## src/rtl/pixel_source_sched.sv

```systemverilog
// pixel_source_sched -- raster scheduler for the HDMI pixel path.
//
// Scans h_count/v_count over H_TOTAL x V_TOTAL clocks. During active video it
// pops frame-buffer pixels from the DDR-read FIFO. If the FIFO head is not
// valid when a pixel is needed, it shows the background pattern for the rest
// of that frame, sets a sticky underrun flag, and resumes streaming at the
// next frame origin.
//
// Optional build macro: PIXEL_SOURCE_SCHED_UNDERRUN_CNT_EN
//   When defined, adds underrun_cnt, a saturating count of frames that
//   contained at least one underrun.
//
// Ports:
//   clk          in   pixel clock
//   rst          in   synchronous reset, active-low
//   en           in   scan enable; low returns the scheduler to IDLE
//   h_count      out  registered x coordinate, to background generator
//   v_count      out  registered y coordinate, to background generator
//   bg_data      in   background pixel for the current h_count/v_count
//   fb_data      in   frame-buffer pixel (FIFO head)
//   fb_valid     in   FIFO head valid
//   fb_ready     out  pop FIFO head this cycle (combinational)
//   frame_start  out  one-cycle pulse while the counters read (0,0)
//   pix_data     out  pixel to encoder, one cycle behind the counters
//   pix_de       out  data enable, aligned with pix_data
//   underrun     out  sticky underrun flag
//   underrun_clr in   clears underrun (a simultaneous set wins)
//   underrun_cnt out  frames with an underrun (optional build only)

module pixel_source_sched #(
   parameter int H_ACTIVE = 320,
   parameter int H_TOTAL  = 400,
   parameter int V_ACTIVE = 240,
   parameter int V_TOTAL  = 262
) (
   input  logic        clk,
   input  logic        rst,
   input  logic        en,
   output logic [9:0]  h_count,
   output logic [8:0]  v_count,
   input  logic [15:0] bg_data,
   input  logic [15:0] fb_data,
   input  logic        fb_valid,
   output logic        fb_ready,
   output logic        frame_start,
   output logic [15:0] pix_data,
   output logic        pix_de,
   output logic        underrun,
   input  logic        underrun_clr
`ifdef PIXEL_SOURCE_SCHED_UNDERRUN_CNT_EN
   ,
   output logic [15:0] underrun_cnt
`endif
);

   typedef enum logic [1:0] {
      S_IDLE     = 2'd0,
      S_STREAM   = 2'd1,
      S_FALLBACK = 2'd2
   } state_t;

   localparam logic [9:0] H_LAST = 10'(H_TOTAL - 1);
   localparam logic [9:0] H_ACT  = 10'(H_ACTIVE);
   localparam logic [8:0] V_LAST = 9'(V_TOTAL - 1);
   localparam logic [8:0] V_ACT  = 9'(V_ACTIVE);

   state_t      state_q, state_d;
   logic [9:0]  h_q, h_d;
   logic [8:0]  v_q, v_d;
   logic [15:0] pix_data_q, pix_data_d;
   logic        pix_de_q, pix_de_d;
   logic        frame_start_q, frame_start_d;
   logic        underrun_q, underrun_d;
   logic        active;
   logic        h_wrap;
   logic        v_wrap;
   logic        ur_set;

   always_comb begin
      // NOTE: every signal assigned here gets a default first, so no path
      // leaves one unassigned and no latch is inferred.
      state_d    = state_q;
      h_d        = h_q;
      v_d        = v_q;
      pix_data_d = '0;
      pix_de_d   = 1'b0;
      ur_set     = 1'b0;

      active   = (h_q < H_ACT) && (v_q < V_ACT);
      fb_ready = active && (state_q == S_STREAM);
      h_wrap   = (h_q == H_LAST);
      v_wrap   = (v_q == V_LAST);

      case (state_q)
         S_IDLE: begin
            h_d = '0;
            v_d = '0;
            if (en) state_d = S_STREAM;
         end
         default: begin
            h_d = h_wrap ? 10'd0 : h_q + 10'd1;
            v_d = h_wrap ? (v_wrap ? 9'd0 : v_q + 9'd1) : v_q;
            if (active) begin
               pix_de_d   = 1'b1;
               pix_data_d = (state_q == S_STREAM && fb_valid) ? fb_data : bg_data;
               if (state_q == S_STREAM && !fb_valid) begin
                  // Background for the rest of this frame; no mid-frame recovery.
                  ur_set  = 1'b1;
                  state_d = S_FALLBACK;
               end
            end
            // Leave fallback exactly as the scan wraps to the frame origin.
            if (state_q == S_FALLBACK && h_wrap && v_wrap) state_d = S_STREAM;
         end
      endcase

      // Dropping en abandons the frame regardless of state.
      if (!en) begin
         state_d    = S_IDLE;
         h_d        = '0;
         v_d        = '0;
         pix_data_d = '0;
         pix_de_d   = 1'b0;
         ur_set     = 1'b0;
      end

      underrun_d    = ur_set | (underrun_q & ~underrun_clr);
      frame_start_d = (state_d != S_IDLE) && (h_d == 10'd0) && (v_d == 9'd0);
   end

   always_ff @(posedge clk) begin
      // NOTE: sequential state uses non-blocking assignments only, so every
      // flop samples the pre-edge values computed above.
      if (!rst) begin
         state_q       <= S_IDLE;
         h_q           <= '0;
         v_q           <= '0;
         pix_data_q    <= '0;
         pix_de_q      <= 1'b0;
         frame_start_q <= 1'b0;
         underrun_q    <= 1'b0;
      end else begin
         state_q       <= state_d;
         h_q           <= h_d;
         v_q           <= v_d;
         pix_data_q    <= pix_data_d;
         pix_de_q      <= pix_de_d;
         frame_start_q <= frame_start_d;
         underrun_q    <= underrun_d;
      end
   end

`ifdef PIXEL_SOURCE_SCHED_UNDERRUN_CNT_EN
   logic [15:0] cnt_q, cnt_d;

   // Only one STREAM->FALLBACK transition can happen per frame, so counting
   // the set events counts frames. A set alongside a clear restarts at 1.
   always_comb begin
      cnt_d = cnt_q;
      if (ur_set)            cnt_d = underrun_clr ? 16'd1 : ((cnt_q == 16'hFFFF) ? cnt_q : cnt_q + 16'd1);
      else if (underrun_clr) cnt_d = '0;
   end

   always_ff @(posedge clk) begin
      if (!rst) cnt_q <= '0;
      else      cnt_q <= cnt_d;
   end

   assign underrun_cnt = cnt_q;
`endif

   assign h_count     = h_q;
   assign v_count     = v_q;
   assign pix_data    = pix_data_q;
   assign pix_de      = pix_de_q;
   assign frame_start = frame_start_q;
   assign underrun    = underrun_q;

endmodule

```

## config.mk

```make
export PLATFORM = sky130hd
export DESIGN_NAME = pixel_source_sched
export DESIGN_NICKNAME = d
export VERILOG_FILES = /design/src/rtl/pixel_source_sched.sv
export SDC_FILE = /design/constraint.sdc
export NUM_CORES = 1
export LEC_CHECK = 0
export ABC_AREA = 1
export CAP_MARGIN = 20
export CORE_MARGIN = 2
export CORE_UTILIZATION = 47
export CTS_CLUSTER_SIZE = 8
export DETAILED_ROUTE_END_ITERATION = 8
export GPL_TIMING_DRIVEN = 1
export PLACE_DENSITY_LB_ADDON = 0.2
export SLEW_MARGIN = 20
export SYNTH_ARGS = -nofsm -noshare
export SYNTH_HDL_FRONTEND = slang
export SYNTH_SLANG_ARGS = --single-unit
```

## constraint.sdc

```tcl
create_clock -name clk -period 3.9 [get_ports clk]
set_input_delay 0.78 -clock clk [delete_from_list [all_inputs] [get_ports clk]]
set_output_delay 0.78 -clock clk [all_outputs]
set_load 0.01 [all_outputs]
```

Word-level counts from Yosys, hierarchy flattened
Cells that the tools add are included.

operators by class
  bitwise operators = 6
  reduce and logical (&&, ||, !) cells = 15
  multiplexer cells = 18
  $lt $le $gt $ge = 2
  equal/unequal tests = 4
  add/subtract/negate cells = 2

operator list
  cell                     number
  $mux W9                  4
  $mux W10                 3
  $mux W16                 1
  $add A10 B1 Y10 const B  1
  $eq A10 B9 Y1 const B    1
  $logic_not A10 Y1        1
  $lt A10 B9 Y1 const B    1
  $mux W2                  5
  $add A9 B1 Y9 const B    1
  $eq A9 B9 Y1 const B     1
  $logic_not A9 Y1         1
  $lt A9 B8 Y1 const B     1
  $logic_and A1 B1 Y1      8
  $mux W1                  5
  $not A1 Y1               4
  $reduce_or A4 Y1         1
  $reduce_or A3 Y1         1
  $eq A2 B1 Y1 const B     1
  $eq A2 B2 Y1 const B     1
  $logic_not A2 Y1         1
  $reduce_bool A2 Y1       1
  $and A1 B1 Y1            1
  $logic_not A1 Y1         1
  $or A1 B1 Y1             1

word-level totals
  bits in registers = 40
  output and inout bits = 39
  input port bits = 37
  word-level logic and storage cells = 54

Depth between registers and ports, before layout
  depth after elaboration = 10
  gate-level depth with buffers = 13
  mapped depth without buffers = 13

Worst setup path before layout
Ideal clock, no wire load.

  path type = input-to-reg
  start = input en
  end = register frame_start_q (netlist: frame_start)
  data arrival time = 1.645 ns
  buffers on the path = 0
  stages on the path = 9
  setup time = 0.110 ns
  setup slack = 2.145 ns
  required time = 3.790 ns
  cells stage by stage = inv_1 nor2_4 inv_1 nor2_2 nand3_1 nand2_1 nor2_1 nand2_1 nor2_2

between the ends
  cells in the longest elaborated chain, start to end = 4
  elaborated cells on any way between the ends = 8
  classes of those cells = 3 x mux; 5 x reduce/logical

RTL lines
  element                                                         RTL line  text
  start, declared                                                 38        input logic en,
  $mux W10 / $mux W2 (equally long branches)                      118       if (!en) begin
  $logic_not A10 Y1 / $reduce_bool A2 Y1 (equally long branches)  128       frame_start_d = (state_d != S_IDLE) && (h_d == 10'd0) && (v_d == 9'd0);
  $logic_and A1 B1 Y1                                             128
  $logic_and A1 B1 Y1 (*)                                         128
  end signal, assigned                                            148       frame_start_q <= frame_start_d;
  end, declared                                                   72        logic frame_start_q, frame_start_d;

Every way passes the cells marked *; elsewhere a longest branch is shown, timed or not.
A chain may end at the register's enable or synchronous reset.

Worst setup path after layout
  start = register h_q[7] (netlist: h_count[7])
  end = output fb_ready

between the ends
  cells in the longest elaborated chain, start to end = 3

RTL lines
  element                 RTL line  text
  start, declared         68        logic [9:0] h_q, h_d;
  start signal, assigned  136       h_q <= '0;
  start signal, assigned  144       h_q <= h_d;
  $lt A10 B9 Y1           89        active = (h_q < H_ACT) && (v_q < V_ACT);
  $logic_and A1 B1 Y1     89
  $logic_and A1 B1 Y1     90        fb_ready = active && (state_q == S_STREAM);
  end, declared           44        output logic fb_ready,

No other way between the ends.

==> flow_summary_export.csv <==
group,metric,value,unit
status,outcome,"finished clean",
logic_synthesis,avgSynthCellArea,6.84,um^2
cts,clkTransAtPathRegs,0.08,ns
worst_hold_path,hold_class,"reg2reg",
pwr,ir_drop,216,uV
floorplan,rows,23,
sta,slew_violations,0,
place,gp_congestion,0.884,
global_routing,grt_pass1_wl,8240,um
global_routing,antenna_found_initial,0,
setup_path,start_kind,"register",
final_layout,area_growth,42.1,%
global_routing,grt-busiest-layer,"met2",
floorplan,start_util,49.7,%
setup_path,cp.arrival,1.88,ns
sta,max_slew.worst_pin.slew,0.619,ns
worst_hold_path,hp-start,"underrun",
route,drc_errors,0,
place,port_buffers,75,
flow_run,maxCapViolCount,0,
sta,fin_ws,1.24,ns
setup_path,r2r-start,"h_count[0]",
cts,hold_buffers,0,
floorplan,io_pins,76,
sta,max_freq,0.376,GHz
sta,setup_viol,0,
logic_synthesis,synth_warnings,0,
floorplan,die_area,4860,um^2
place,hpwl,3720,um
setup_path,worst-path-max-fanout,8,
logic_synthesis,synth_area,2030,um^2
global_routing,met2_usage,35.3,%
pwr,p_leak,0.00116,uW
floorplan,die_y,69.7,um
sta,relSlewSlack,58.7,%
logic_synthesis,netlist_instances,297,
final_layout,layout_commonest_cell,"clkdlybuf4s50_1",
route,drt_iter0_drc,131,
route,num_vias,2085,
final_layout,design_area,2890,um^2
global_routing,grt_usage,20.5,%
setup_path,worstSetupEndpointType,"output port",
setup_path,critical_path_class,"reg2out",
cts,post_cts_buffers,0,
route,wl_per_cell,11.6,um
final_layout,antenna_cells,0,
sta,hold_ws,0.464,ns
cts,cts.repair.resized,0,
cts,clock-sinks,40,
logic_synthesis,ys_seq_area_share,39.4,%
setup_path,cp.required,3.12,ns
final_layout,fin_nets,411,
logic_synthesis,yosysUniqueCellTypes,22,
sta,hold_viol_final,0,
logic_synthesis,synth_edf_count,0,
logic_synthesis,syn_nets,337,
cts,cts_max_level,2,
global_routing,grt-ovfl-total,0,
sta,timing.final.crit_share,68.2,%
global_routing,met1_usage,22.9,%
floorplan,die_w,69.7,um
place,postPlaceCellArea,2790,um^2
final_layout,layout_common_cells,"clkdlybuf4s50_1, nand2_1, dfxtp_1, nor2_1, nand3_1",
global_routing,grt_max_degree,23,
sta,rsz0062_at_grt,"no",
cts,clk_latency,0.29,ns
setup_path,startpoint,"h_count[7]",
cts,cts-root-buf,"clkbuf_8",
global_routing,use_met3,8.43,%
sta,fin_crit,2.66,ns
pwr,p_per_area,274,nW/um^2
logic_synthesis,yosys_register_bits,40,
logic_synthesis,synth_ff_type,"dfxtp_1",
sta,tns,0,ns
logic_synthesis,async_flop_share,0,%
global_routing,first_global_vias,1997,
route,ant_nets,0,
place,post-place-ws,1.31,ns
final_layout,drive_gt1_share,8.06,%
route,first_pass_iters,4,
floorplan,design.core.area,4090,um^2
route,vias_per_cell,4.94,
cts,cts_made_buffers,5,
cts,clock_path_buffers,2,
cts,cts_tree,"yes",
route,totalWireLength,4880,um
sta,finClkSkew,0.00804,ns
## cell families after synthesis
family,after synthesis,share of synthesized area [%]
AND/OR/NAND/NOR,182,41.8
buffers and inverters,41,8.87
flip-flops,40,39.4
AO/OA/AOI/OAI,29,7.15
adder cells (fa/ha/maj),3,1.85
XOR/XNOR,2,0.863
## per-layer routing
| metal | up-vias | wire length, um |
|---|---|---|
| met5 | - | 0 |
| met4 | 0 | 57 |
| met3 | 6 | 488 |
| met2 | 76 | 2280 |
| met1 | 911 | 2060 |
| li1 | 1092 | - |
## sequential cells by signal, summed over array words and instances, names as in the netlist
register and flops:
frame_start 1, v_count 9, pix_de 1, state_q 2
h_count 10, pix_data 16, underrun 1
## synthesized netlist by cell type, types with 2 or more instances
library cell	count	area, um^2
ha_1	3	37.5
nand2_1	74	278
nor2_4	5	56.3
nand3_1	38	190
nor3_1	10	50.1
nand2_2	2	12.5
buf_6	2	22.5
a21oi_1	20	100
clkbuf_1	6	22.5
o21ai_0	9	45.0
nand3_2	4	40.0
dfxtp_1	40	801
nand2_4	2	22.5
nor2_2	6	37.5
inv_1	30	113
inv_2	2	7.51
nor2_1	39	146
## per-stage QoR
step                      total power [uW]  utilization (%)  instances
after floorplan                        459                -        297
after detailed placement               511             68.3        414
final                                  792             70.6        422
after global placement                 509             68.3        414
after global routing                   825             70.6        422
after CTS                              796             70.6        422
## where the power goes
| part | internal, uW | switching [uW] | leakage, uW |
|---|---|---|---|
| registers | 413 | 1.85 | 0.000323 |
| clock network | 144 | 147 | 0.0000445 |
| logic | 49.3 | 36.3 | 0.000788 |
## critical path: stages, from the launching register on
cell	delay, ns
dfxtp_1	0.38
o21ai_0	0.22
nand4_1	0.21
nor3_1	0.19
clkdlybuf4s50_1	0.58
## worst paths after layout
kind	end	slack [ns]	depth (start not counted)
worst max-delay path	fb_ready	1.24	4
worst min-delay path	underrun	0.46	2
worst max register to register	frame_start	1.97	13
worst min register to register	underrun	0.46	2
## area by class of cell
| type | count | area [um^2] |
|---|---|---|
| fill | 349 | 1200 |
| multi-input combinational | 216 | 1050 |
| sequential | 40 | 801 |
| timing repair buffer | 76 | 758 |
| inverter | 32 | 120 |
| clock buffer | 7 | 86.3 |
| tap | 50 | 62.6 |
| clock inverter | 1 | 7.51 |
Power figures use the tool's default switching activity.
==> patch 1: new RTL, same flow settings <==
`h_q`, `v_q` and `pix_data_q` no longer have a reset.
--- a/src/rtl/pixel_source_sched.sv
+++ b/src/rtl/pixel_source_sched.sv
@@ -133,21 +133,21 @@
       // flop samples the pre-edge values computed above.
       if (!rst) begin
          state_q       <= S_IDLE;
-         h_q           <= '0;
-         v_q           <= '0;
-         pix_data_q    <= '0;
          pix_de_q      <= 1'b0;
          frame_start_q <= 1'b0;
          underrun_q    <= 1'b0;
       end else begin
          state_q       <= state_d;
-         h_q           <= h_d;
-         v_q           <= v_d;
-         pix_data_q    <= pix_data_d;
          pix_de_q      <= pix_de_d;
          frame_start_q <= frame_start_d;
          underrun_q    <= underrun_d;
       end
+   end
+
+   always_ff @(posedge clk) begin
+      h_q        <= h_d;
+      v_q        <= v_d;
+      pix_data_q <= pix_data_d;
    end
 
 `ifdef PIXEL_SOURCE_SCHED_UNDERRUN_CNT_EN
Check against the original RTL: differs if rst is asserted again (counterexample within 4 cycles, from zero or initial values and one cycle with rst low); with rst held inactive, the same outputs for 10 cycles.
==> patch 1 against the unedited design <==
Sequential share of layout area is 0.34 points lower; sequential cell count stayed put; register-to-register slack hardly changed; cell count is 2.4% higher; combinational power is 9.6% higher; wire length is 14% higher; worst hold slack better by 0.0099 ns; area after synthesis is 0.18% higher; power is 2.5% higher; setup slack worse by 0.049 ns; die area is 0.17% higher; design area is 1.3% higher.
==> patch 1: results (changes against the unedited design) <==
| Metric | Value |
|---|---|
| CP peak stage delay | 0.55 ns (-0.03 ns) |
| HPWL Detailed | 4.141 mm (+11%) |
| Yosys cell types | 24 (+9.1%) |
| Max rail drop VDD | 0.0002339 V (+8.1%) |
| Start point of the critical path | h_count[9] |
| Placed Area | 2824 µm² (+1.2%) |
| Internal power of the cells | 0.6123 mW (+1.0%) |
| Status | completed |
| Initial DRC Count | 192 (+47%) |
| Syn Nets | 346 (+2.7%) |
| WL final | 5.566 mm (+14%) |
| Reg2reg path depth | 11 (-2) |
| Crit path max fanout | 4 (-4) |
| Layout cells sized above 1 | 0.08115 (+0.0005067) |
| FILL cells | 367 (+5.2%) |
| # nets final | 421 (+2.4%) |
| Pleak | 1.296 nW (+12%) |
| Pin count of the biggest net entering global routing | 22 (-4.3%) |
| Total vias in the final route | 2210 (+6.0%) |
| Critical path arrival | 1.93 ns (+0.05 ns) |
| Commonest cells in the netlist | 81 x nand2_1, 40 x dfxtp_1, 40 x inv_1 |
| Routability cong. | 0.9248 (+4.6%) |
| First-pass GRT wire length | 8.970 mm (+8.9%) |
| Dpl ws | 1.177 ns (-0.1318 ns) |
| Clock skew | 0.006924 ns (-0.001116 ns) |
[patch 1: changes by cell type after synthesis, moves of 3 or more]
cell / unedited run / this run
nor2_2: 6 / 3
inv_2: 2 / 10
inv_1: 30 / 40
nand2_1: 74 / 81
o21ai_1: 0 / 4
nand4_1: 1 / 23
nor2_1: 39 / 28
nand3_1: 38 / 22
o21ai_0: 9 / 3
nor3_1: 10 / 4
nor4_1: 0 / 3
[patch 1: power by group through the flow]
stage / clock [mW] / combinational, mW / sequential, mW
after floorplan: 0 / 0.0303 / 0.431
after global placement: 0 / 0.0915 / 0.428
after detailed placement: 0 / 0.0929 / 0.428
after CTS: 0.302 / 0.0935 / 0.418
after global routing: 0.319 / 0.102 / 0.419
final: 0.299 / 0.0938 / 0.418
[patch 1: cell type report]
type,count,area [µm²],share of cell area
sequential,40,800.8,0.2741
inverter,52,195.2,0.06681
tap,50,62.56,0.02141
clock inverter,2,15.01,0.005139
timing repair buffer,76,758.2,0.2595
clock buffer,6,82.58,0.02827
multi-input combinational,206,1007,0.3448
[patch 1: logic make-up (layout without fill, tap and decap cells)]
logic type               count (synthesis)  after routing  synth area share
buffers and inverters                   60            136            0.1113
AND/OR/NAND/NOR                        173            173            0.3985
AO/OA/AOI/OAI                           29             29           0.07380
XOR/XNOR                                 1              1          0.004306
flip-flops                              40             40            0.3936
adder cells (fa/ha/maj)                  3              3           0.01845
[patch 1: metal layers]
metal  global-route usage  up-vias  share of wire
met5                    0        -              0
met4              0.07051        0          0.017
met3              0.05087        9          0.051
met2               0.3683       53           0.47
met1               0.3020     1018           0.46
li1                     -     1130              -
[patch 1: how the worst min path moves through the flow]
stage	slack [ns]	cells after the start	to
3_5_place_dp	0.46	2	underrun
5_1_grt	0.55	2	underrun
6_report	0.47	2	underrun
4_1_cts	0.47	2	underrun
2_1_floorplan	0.49	2	underrun
3_3_place_gp	0.46	2	underrun
[patch 1: per-stage QoR]
stage,hold slack [ns],instances
finish,0.4743,432
global route,0.5473,432
CTS,0.4708,432
detailed placement,0.4586,424
global placement,0.4572,424
floorplan,0.4871,306
[patch 1: worst min-delay path, cell delays in order (launching register included)]
cell and delay [ns]:
dfxtp_1 0.31, nand2_1 0.06, a21oi_1 0.06
==> patch 2: new RTL, same flow settings <==
Without the edit above. Set the parameter `V_TOTAL` to 131 (it was 262).
--- a/src/rtl/pixel_source_sched.sv
+++ b/src/rtl/pixel_source_sched.sv
@@ -31,7 +31,7 @@
    parameter int H_ACTIVE = 320,
    parameter int H_TOTAL  = 400,
    parameter int V_ACTIVE = 240,
-   parameter int V_TOTAL  = 262
+   parameter int V_TOTAL  = 131
 ) (
    input  logic        clk,
    input  logic        rst,
Formal check against the unedited RTL: same outputs for any inputs over 10 cycles, from zero or initial values and one cycle with rst low; that may be too few to reach the edited logic, so the function may still have changed.
==> patch 2 against the unedited design <==
Setup slack worse by 0.085 ns; sequential cell count unchanged; utilization down 0.96 points; wire length up 17%; clock power up 18%; sequential power about the same; design area up 6.5%; area after synthesis up 7.1%; power up 7.8%; highest routed layer unchanged.
==> patch 2: results (changes against the unedited design) <==
| Metric | Value |
|---|---|
| Status | completed |
| WL final | 5.697 mm (+17%) |
| Yosys cell types | 29 (+32%) |
| FILL cells | 379 (+8.6%) |
| Crit path max fanout | 7 (-1) |
| # nets final | 429 (+4.4%) |
| Total vias in the final route | 2295 (+10%) |
| FF-to-FF setup slack | 2.01 ns (+0.04 ns) |
| Cell family with most CP delay | buffers and inverters |
| Seq/Total Area, Yosys | 0.3680 (-0.02630) |
| HPWL Detailed | 4.084 mm (+9.8%) |
| Pleak | 1.212 nW (+4.8%) |
| Number of flip-flops in the largest register | 16 (unchanged) |
| Vias in the first global route | 2011 (+0.70%) |
| Syn Nets | 354 (+5.0%) |
| Dpl ws | 1.278 ns (-0.03094 ns) |
| Pin count of the biggest net entering global routing | 24 (+4.3%) |
| Layout cells sized above 1 | 0.1103 (+0.02961) |
| First-pass GRT wire length | 9.349 mm (+13%) |
| Cell count after synthesis | 314 (+5.7%) |
| Commonest cells in the netlist | 80 x nand2_1, 42 x nor2_1, 40 x dfxtp_1 |
| Critical path arrival | 1.97 ns (+0.09 ns) |
| Initial DRC Count | 90 (-31%) |
| Worst setup margin | 1.155 ns (-0.08490 ns) |
| Clock skew | 0.01067 ns (+0.002626 ns) |
| GRT Resource Usage Total | 0.2268 (+0.02211) |
| Worst rel slew slack | 0.5892 (+0.002391) |
| DP Cell Count | 434 (+4.8%) |
| Routability cong. | 0.8468 (-4.2%) |
| Non-Filler Instances | 442 (+4.7%) |
| Synth area leaders | dfxtp_1 37%, nand2_1 14%, nor2_1 7.2% |
| Max rail drop VDD | 0.0001704 V (-21%) |
==> patch 2: cell count changes in the layout (fill, tap and decap cells not counted), moves of 4 or more <==
cell | before | now
a21oi_1 | 20 | 8
a21oi_2 | 0 | 10
nand2_1 | 74 | 80
nand3_1 | 38 | 23
nand3_2 | 4 | 0
nand4_1 | 1 | 21
o21ai_0 | 9 | 5
==> patch 2: stage by stage <==
| stage | hold slack, ns | power, mW | cell area [µm²] |
|---|---|---|---|
| after global placement | 0.4547 | 0.5175 | 2963 |
| after global routing | 0.5005 | 0.8800 | 3074 |
| after CTS | 0.4776 | 0.8557 | 3074 |
| after floorplan | 0.4871 | 0.4642 | 2176 |
| after detailed placement | 0.4639 | 0.5181 | 2963 |
| final | 0.4734 | 0.8532 | 3074 |
==> patch 2: logic make-up after synthesis <==
group / Yosys count / share of synthesized area
AND/OR/NAND/NOR: 196 / 0.4359
flip-flops: 40 / 0.3680
buffers and inverters: 45 / 0.08280
adder cells (fa/ha/maj): 3 / 0.01725
AO/OA/AOI/OAI: 27 / 0.08395
XOR/XNOR: 3 / 0.01208
==> patch 2: layout make-up <==
| type | count | area, µm² | share of cell area |
|---|---|---|---|
| Multi-Input combinational cell | 229 | 1195 | 0.3887 |
| Inverter | 36 | 136.4 | 0.04436 |
| Clock inverter | 3 | 42.54 | 0.01384 |
| Clock buffer | 5 | 68.82 | 0.02239 |
| Sequential cell | 40 | 800.8 | 0.2605 |
| Timing Repair Buffer | 77 | 765.7 | 0.2491 |
| Tap cell | 52 | 65.06 | 0.02116 |
==> patch 2: layer usage <==
metal	up-vias	GRT usage	wire, µm	part of all wire
met5	-	0	0	0
met4	0	0.06289	82	0.014
met3	10	0.05139	308	0.054
met2	67	0.3642	2687	0.47
met1	1049	0.3079	2619	0.46
li1	1169	-	-	-
==> patch 2: worst paths after layout <==
kind,start,to,depth (start not counted)
worst min-delay path,underrun,underrun,2
worst min register to register,underrun,underrun,2
worst max-delay path,h_count[6],fb_ready,4
worst max register to register,h_count[0],frame_start,11
==> patch 2: tightest hold or removal path: stages, from the launching register on <==
cell,delay (ns)
dfxtp_1,0.31
nand2_1,0.06
a21oi_1,0.06
==> patch 2: power by group <==
part	internal (mW)	switching, mW	leakage, nW
clock	0.189	0.155	0.0541
sequential	0.413	0.00170	0.323
combinational	0.0517	0.0425	0.834
total	0.654	0.199	1.21
